[src/rtl/seg7_scan_decoder_pkg.sv]
`default_nettype none
// ============================================================================
// Module   : seg7_scan_decoder_pkg
// Brief    : Shared 7-segment pattern constants and decoded-value type.
// Revision : 1.0 - initial release
// ============================================================================
package seg7_scan_decoder_pkg;

  localparam int DIGITS_DEFAULT = 4;

  // gfedcba, active-low (0 = segment lit)
  localparam logic [6:0] SEG_0     = 7'b100_0000;
  localparam logic [6:0] SEG_1     = 7'b111_1001;
  localparam logic [6:0] SEG_2     = 7'b010_0100;
  localparam logic [6:0] SEG_3     = 7'b011_0000;
  localparam logic [6:0] SEG_4     = 7'b001_1001;
  localparam logic [6:0] SEG_5     = 7'b001_0010;
  localparam logic [6:0] SEG_6     = 7'b000_0010;
  localparam logic [6:0] SEG_7     = 7'b111_1000;
  localparam logic [6:0] SEG_8     = 7'b000_0000;
  localparam logic [6:0] SEG_9     = 7'b001_0000;
  localparam logic [6:0] SEG_A     = 7'b000_1000;
  localparam logic [6:0] SEG_B     = 7'b000_0011;
  localparam logic [6:0] SEG_C     = 7'b100_0110;
  localparam logic [6:0] SEG_D     = 7'b010_0001;
  localparam logic [6:0] SEG_E     = 7'b000_0110;
  localparam logic [6:0] SEG_F     = 7'b000_1110;
  localparam logic [6:0] SEG_BLANK = 7'b111_1111;

  typedef struct packed {
    logic       legal;
    logic [3:0] code;
  } seg_dec_t;

endpackage
`default_nettype wire

[src/rtl/seg7_pattern_decode.sv]
`default_nettype none
// ============================================================================
// Module   : seg7_pattern_decode
// Brief    : Exact-match lookup of an active-low gfedcba pattern to {legal, code}.
// Revision : 1.0 - initial release
// ============================================================================
module seg7_pattern_decode
  import seg7_scan_decoder_pkg::*;
(
  input  logic [6:0] i_seg,
  output seg_dec_t   o_dec
);

  always_comb begin
    o_dec = '0;
    case (i_seg)
      SEG_0:     o_dec = '{legal: 1'b1, code: 4'h0};
      SEG_1:     o_dec = '{legal: 1'b1, code: 4'h1};
      SEG_2:     o_dec = '{legal: 1'b1, code: 4'h2};
      SEG_3:     o_dec = '{legal: 1'b1, code: 4'h3};
      SEG_4:     o_dec = '{legal: 1'b1, code: 4'h4};
      SEG_5:     o_dec = '{legal: 1'b1, code: 4'h5};
      SEG_6:     o_dec = '{legal: 1'b1, code: 4'h6};
      SEG_7:     o_dec = '{legal: 1'b1, code: 4'h7};
      SEG_8:     o_dec = '{legal: 1'b1, code: 4'h8};
      SEG_9:     o_dec = '{legal: 1'b1, code: 4'h9};
      SEG_A:     o_dec = '{legal: 1'b1, code: 4'hA};
      SEG_B:     o_dec = '{legal: 1'b1, code: 4'hB};
      SEG_C:     o_dec = '{legal: 1'b1, code: 4'hC};
      SEG_D:     o_dec = '{legal: 1'b1, code: 4'hD};
      SEG_E:     o_dec = '{legal: 1'b1, code: 4'hE};
      SEG_F:     o_dec = '{legal: 1'b1, code: 4'hF};
      SEG_BLANK: o_dec = '0;
      default:   o_dec = '0;
    endcase
  end

endmodule
`default_nettype wire

[src/rtl/seg7_scan_decoder.sv]
`default_nettype none
// ============================================================================
// Module   : seg7_scan_decoder
// Brief    : Readback of a multiplexed 7-segment bus with per-digit glitch filter.
// Revision : 1.0 - initial release
// ============================================================================
module seg7_scan_decoder
  import seg7_scan_decoder_pkg::*;
#(
  parameter int DIGITS        = DIGITS_DEFAULT,
  parameter int STABLE_SCANS  = 2,
  parameter bit AN_ACTIVE_LOW = 1'b1
) (
  input  logic                  clk,
  input  logic                  rst,
  input  logic [6:0]            seg_in,
  input  logic [DIGITS-1:0]     an_in,
  input  logic                  sample_en,
  output logic [4*DIGITS-1:0]   value_out,
  output logic [DIGITS-1:0]     digit_valid,
  output logic                  value_update,
  output logic                  frame_done,
  output logic                  anode_err
);

  localparam int                c_cnt_w  = $clog2(STABLE_SCANS + 1);
  localparam logic [c_cnt_w-1:0] c_stable = c_cnt_w'(STABLE_SCANS);
  localparam logic [c_cnt_w-1:0] c_one    = c_cnt_w'(1);

  seg_dec_t            w_dec;
  logic [DIGITS-1:0]   w_an;
  logic                w_an_one;
  logic                w_an_multi;
  logic [DIGITS-1:0]   w_hit;
  logic [DIGITS-1:0]   w_match;
  logic [DIGITS-1:0]   w_commit;
  logic [DIGITS-1:0]   w_chg;
  logic [c_cnt_w-1:0]  w_cnt_nxt [DIGITS];
  logic [DIGITS-1:0]   w_seen_nxt;
  logic                w_frame;

  seg_dec_t            r_cand [DIGITS];
  logic [c_cnt_w-1:0]  r_cnt  [DIGITS];
  logic [3:0]          r_nib  [DIGITS];
  logic [DIGITS-1:0]   r_valid;
  logic [DIGITS-1:0]   r_seen;
  logic                r_update;
  logic                r_frame;
  logic                r_err;

  seg7_pattern_decode u_decode (
    .i_seg (seg_in),
    .o_dec (w_dec)
  );

  // x & (x-1) is nonzero exactly when two or more bits are set
  assign w_an       = AN_ACTIVE_LOW ? ~an_in : an_in;
  assign w_an_multi = |(w_an & (w_an - DIGITS'(1)));
  assign w_an_one   = (|w_an) && !w_an_multi;
  assign w_hit      = (sample_en && w_an_one) ? w_an : '0;

  assign w_seen_nxt = r_seen | w_hit;
  assign w_frame    = (|w_hit) && (&w_seen_nxt);

  always_comb begin
    w_match  = '0;
    w_commit = '0;
    w_chg    = '0;
    for (int i = 0; i < DIGITS; i++) begin
      w_cnt_nxt[i] = r_cnt[i];
      w_match[i]   = (w_dec == r_cand[i]);
      if (!w_match[i]) begin
        w_cnt_nxt[i] = c_one;
      end else if (r_cnt[i] != c_stable) begin
        w_cnt_nxt[i] = r_cnt[i] + c_one;
      end
      // Commit only on the sample that first reaches the threshold
      w_commit[i] = w_hit[i] && (w_cnt_nxt[i] == c_stable)
                    && !(w_match[i] && (r_cnt[i] == c_stable));
      if (w_dec.legal) begin
        w_chg[i] = w_commit[i] && (!r_valid[i] || (r_nib[i] != w_dec.code));
      end else begin
        w_chg[i] = w_commit[i] && r_valid[i];
      end
    end
  end

  always_ff @(posedge clk or posedge rst) begin
    if (rst) begin
      for (int i = 0; i < DIGITS; i++) begin
        r_cand[i] <= '0;
        r_cnt[i]  <= '0;
        r_nib[i]  <= '0;
      end
      r_valid  <= '0;
      r_seen   <= '0;
      r_update <= 1'b0;
      r_frame  <= 1'b0;
      r_err    <= 1'b0;
    end else begin
      r_update <= |w_chg;
      r_frame  <= w_frame;
      r_err    <= sample_en && w_an_multi;
      if (|w_hit) begin
        r_seen <= w_frame ? '0 : w_seen_nxt;
      end
      for (int i = 0; i < DIGITS; i++) begin
        if (w_hit[i]) begin
          r_cand[i] <= w_dec;
          r_cnt[i]  <= w_cnt_nxt[i];
        end
        if (w_commit[i]) begin
          r_valid[i] <= w_dec.legal;
          if (w_dec.legal) begin
            r_nib[i] <= w_dec.code;
          end
        end
      end
    end
  end

  for (genvar gi = 0; gi < DIGITS; gi++) begin : g_pack
    assign value_out[4*gi +: 4] = r_nib[gi];
  end

  assign digit_valid  = r_valid;
  assign value_update = r_update;
  assign frame_done   = r_frame;
  assign anode_err    = r_err;

endmodule
`default_nettype wire

[config.mk]
export PLATFORM = sky130hd
export DESIGN_NAME = seg7_scan_decoder
export DESIGN_NICKNAME = d
export VERILOG_FILES = /design/src/rtl/seg7_scan_decoder_pkg.sv /design/src/rtl/seg7_pattern_decode.sv /design/src/rtl/seg7_scan_decoder.sv
export SDC_FILE = /design/constraint.sdc
export NUM_CORES = 1
export LEC_CHECK = 0
export CORE_MARGIN = 4
export CORE_UTILIZATION = 55
export DETAILED_ROUTE_END_ITERATION = 16
export GPL_ROUTABILITY_DRIVEN = 0
export GPL_TIMING_DRIVEN = 1
export PLACE_DENSITY = 0.77
export SLEW_MARGIN = 10
export SYNTH_ARGS = -nofsm -noshare
export SYNTH_HDL_FRONTEND = slang
export SYNTH_HIERARCHICAL = 1
export SYNTH_SLANG_ARGS = --single-unit
[constraint.sdc]
create_clock -name clk -period 2.28 [get_ports clk]
set_input_delay 0.57 -clock clk [delete_from_list [all_inputs] [get_ports clk]]
set_output_delay 0.57 -clock clk [all_outputs]
set_load 0.1 [all_outputs]
# Word level (Yosys, flattened, before mapping)
# Cells that the tools add are included.
# op_classes
n_addsub	5
n_eq_ne	35
muxes	15
bitwise	3
reduce_logical	47
# ops
cell	count
5-bit one-hot mux with 16 select lines	1
7-bit == test (second input constant)	4
1-bit logical AND	24
7-bit by 5-bit == test with 1-bit output (second input constant)	3
7-bit by 6-bit == test with 1-bit output (second input constant)	3
5-bit == test	4
2-bit == test (second input constant)	8
2-bit two-way mux	8
4-bit inequality test	4
4-bit OR reduction	4
7-bit by 2-bit == test with 1-bit output (second input constant)	2
7-bit by 4-bit == test with 1-bit output (second input constant)	2
1-bit logical NOT	9
2-bit by 1-bit adder with 2-bit output (second input constant)	4
4-bit two-way mux	2
2-bit inequality test (second input constant)	4
2-bit AND reduction	4
7-bit by 3-bit == test with 1-bit output (second input constant)	1
7-bit logical NOT	1
4-bit bitwise AND	1
1-bit logical OR	4
1-bit two-way mux	4
4-bit NOT	1
4-bit bitwise OR	1
other kinds (2)	2
# totals
regBits	55
out_inout_bits	23

# Depth between registers and ports, before layout
# depth
ltp_word	13
mapped_depth	12
ltp_nobuf	9

# Modules after synthesis
# The synthesis kept the hierarchy.
# modules_own_cells
module	instances	cells_per_inst	area_per_inst_um2
seg7_scan_decoder	1	275	2962.8
seg7_pattern_decode	1	57	377.9

# Least setup slack after synthesis
# OpenSTA, ideal clock, no wires.
# synth_timing
kind	input port to flip-flop
start	in seg_in[6]
end	reg r_update (netlist: value_update)
setup_time_ns	0.139
arrival_time_ns	3.071
t_required_ns	2.141
setup_slack_ns	-0.929
cell_stages	12
n_path_buf	3
path_cell_list	buf_6 -> or4b_1 -> a2111oi_2 -> a41oi_1 -> o31ai_1 -> buf_4 -> clkbuf_1 -> xnor2_1 -> nand3_1 -> o22ai_1 -> nor3_1 -> or4_1
# synth_lines
element	line	source
from (decl)	seg7_scan_decoder.sv:16	input logic [6:0] seg_in,
to (signal assigned)	seg7_scan_decoder.sv:101	r_update <= |w_chg;
to (decl)	seg7_scan_decoder.sv:47	logic r_update;

==> reports/metrics.yaml <==
grt_pass1_vias: 3257
portBuffers: 36
rr_endpoint: "value_out[9]"
p_leak_nw: 2.46
core_area_um2: 5920
dpl.hpwl_mm: 6.02
finalSetupViolations: 29
p_comb_frac: 0.383
p_int_mw: 1.78
synth.distinct_cells: 58
synthCells: 332
cts_buffers: 5
synth_area_um2: 3340
p_per_area_nw_per_um2: 591
synth_seq_cells: 55
critical_path_arrival_ps: 3270
rows: 28
dr.pass1.iters: 5
area_growth_pct: 46.6
antenna_cells: 0
p_sw_frac: 0.385
status: "complete, but fails checks"
reg2reg_from: "r_cnt[3]"
finalHoldViolCount: 0
period_share: 1.34
grt_usage: 0.270
clock_skew_ps: 9.18
cts_root_buffer: "clkbuf_8"
maxCapViolCount: 0
cts_tree: "built"
whs_ps: 505
syn_nets: 354
pwr-share-clk: 0.205
rsz0062_at_grt: "true"
grt_max_degree: 56
synth_edf_count: 0
drive_above_1_share: 0.499
worst_pin_slew_ps: 826
period_minus_slack_ps: 3050
cts.path.max_buffers: 2
routed_via_density: 6.14
reg2reg_depth: 5
irDropWorstVdd_uv: 528
startpoint_type: "input pin"
hold_path_end: "r_seen[2]"
dp_slack_ps: -1440
ys.flop_type: "dfrtp_1"
synth-async-reset-ratio: 1.00
vias: 3244
worst-setup-path-type: "in -> reg"
violations: "negative setup slack"
grt-ovfl-total: 0
crit_path_end_kind: "flip-flop"
wire_per_inst_um: 21.3
clkTransAtPathRegs_ps: 110
yosysWarningCount: 6
ys_seq_area_frac: 0.412
hold_path_class: "reg -> reg"
holdCritStartpoint: "r_seen[2]"
antenna_found_initial: 0
drc_errors: 0
dieArea_um2: 7380
fmax_mhz: 328
holdPathStages: 2
grt_pass1_wl_mm: 15.9
slew_headroom: 0.448
fillers: 301
crit_required_ps: 2490
die_x_um: 85.9
multi_input_area_um2: 2180
ios: 37
initial_core_util: 0.564
wl_mm: 11.2
cts_max_level: 2
dr.first_iter.drc_count: 270
ant_nets: 0
seqCellArea_um2: 1380
clock_sinks: 55
worstSkewPairLatency_ps: 320
sequentialPowerShare: 0.412
die_h_um: 85.9
slew_violations: 0
finalNetCount: 474
fin_util: 0.827
rrSetupSlack_ps: 120
power.switching_mw: 1.11
syn_area_per_cell_um2: 10.1
postLayoutSetupSlackWorst_ps: -773
cp_max_fo: 5
## power by group through the flow
| stage | Sequential (mW) | Clock, mW | Combinational [mW] |
|---|---|---|---|
| global route | 1.20 | 0.641 | 1.18 |
| global placement | 1.18 | 0 | 0.789 |
| CTS | 1.18 | 0.587 | 0.943 |
| floorplan | 1.27 | 0 | 0.481 |
| finish | 1.19 | 0.593 | 1.11 |
| detailed placement | 1.19 | 0 | 0.821 |
## cell type report
class | count | share of cell area
clock buffers | 5 | 0.0141
clock inverters | 3 | 0.00562
inverters | 14 | 0.0107
multi-input cells | 243 | 0.445
flip-flops and latches | 55 | 0.281
well taps | 75 | 0.0192
repair buffers | 133 | 0.225
## worst max path at each step
stage	startpoint	to	slack, ps	cells past startpoint
floorplan	seg_in[6]	value_update	-680	11
finish	seg_in[3]	value_out[9]	-770	12
global route	seg_in[3]	value_out[9]	-810	12
global placement	seg_in[2]	value_update	-1350	11
detailed placement	seg_in[2]	value_update	-1440	11
CTS	seg_in[4]	value_out[0]	-690	12
## layer usage
layer / global-route usage / vias to the layer above / routed length (um)
met3: 0.0442 / 40 / 664
met2: 0.461 / 165 / 5660
li1: - / 1396 / -
met1: 0.346 / 1643 / 4480
met4: 0.0921 / 0 / 418
met5: 0 / - / 0
## synth_stat cells (all sizes together) (6+ instances only)
master | instances | area [um^2]
clkbuf | 6 | 30.0
inv | 14 | 52.6
dfrtp | 55 | 1380
ha | 8 | 100
xor2 | 16 | 140
nor2 | 24 | 100
o21ai | 9 | 45.0
nand3 | 13 | 65.1
nor4 | 8 | 80.1
nand2 | 41 | 164
mux2 | 31 | 349
xnor2 | 22 | 193
buf | 14 | 101
a21oi | 8 | 40.0
nand4 | 7 | 56.3
## sequential cells by signal (all words and copies together), names as in the netlist
name	count
r_seen	4
digit_valid	4
value_update	1
frame_done	1
r_cand	20
anode_err	1
r_cnt	8
value_out	16
## stage by stage
stage               total power [mW]  instance area (um^2)  TNS [ps]  std cells
floorplan                       1.75                  3420    -13040        332
global placement                1.97                  4260    -35390        497
detailed placement              2.01                  4260    -38470        497
CTS                             2.71                  4670    -14480        523
global route                    3.02                  4900    -17840        528
finish                          2.89                  4900    -16680        528
## cells in the final DEF, fill, tap and decap left out, types with 3 or more instances in the layout
cell	Yosys	layout
clkbuf_8	0	5
nor2b_1	3	3
buf_12	0	3
nor3b_1	3	3
clkdlybuf4s50_1	0	6
nand3_1	13	10
nand2_2	1	5
buf_4	5	104
inv_1	14	13
ha_1	8	8
dfrtp_1	55	55
buf_6	3	16
xnor2_4	0	3
xor2_1	16	13
mux2_2	31	22
o22ai_2	0	3
xor2_4	0	3
nand4_1	5	5
xnor2_2	0	5
o21ai_1	0	5
buf_2	6	3
nor2_2	1	5
nand2_1	39	34
nor4_1	6	4
mux2_4	0	9
xnor2_1	22	14
nor2_1	22	18
a21oi_1	8	7
## kinds of logic after synthesis
kind of cell,share of synthesized area
mux,0.104
fa+ha+maj,0.0330
buf+inv,0.0551
xor+xnor,0.0996
simple gates,0.209
compound gates,0.0865
flops,0.412
## repair_timing
action / 4_1_cts / 5_1_grt
buffers inserted: 22 / 8
pin swaps: 35 / 34
setup endpoints to repair: 36 / 31
gates cloned: 0 / 0
hold buffers: 0 / 0
gates resized for setup: 68 / 36
## worst max-delay path: stages
cell	delay (ps)
buf_6	90
or4b_4	540
a2111oi_4	350
a41oi_2	90
buf_4	170
o31ai_4	100
buf_12	200
xnor2_4	130
nand2_2	110
nor4_4	370
nand3_4	200
mux2_4	350
No activity file was read; power rests on OpenSTA's default activity.
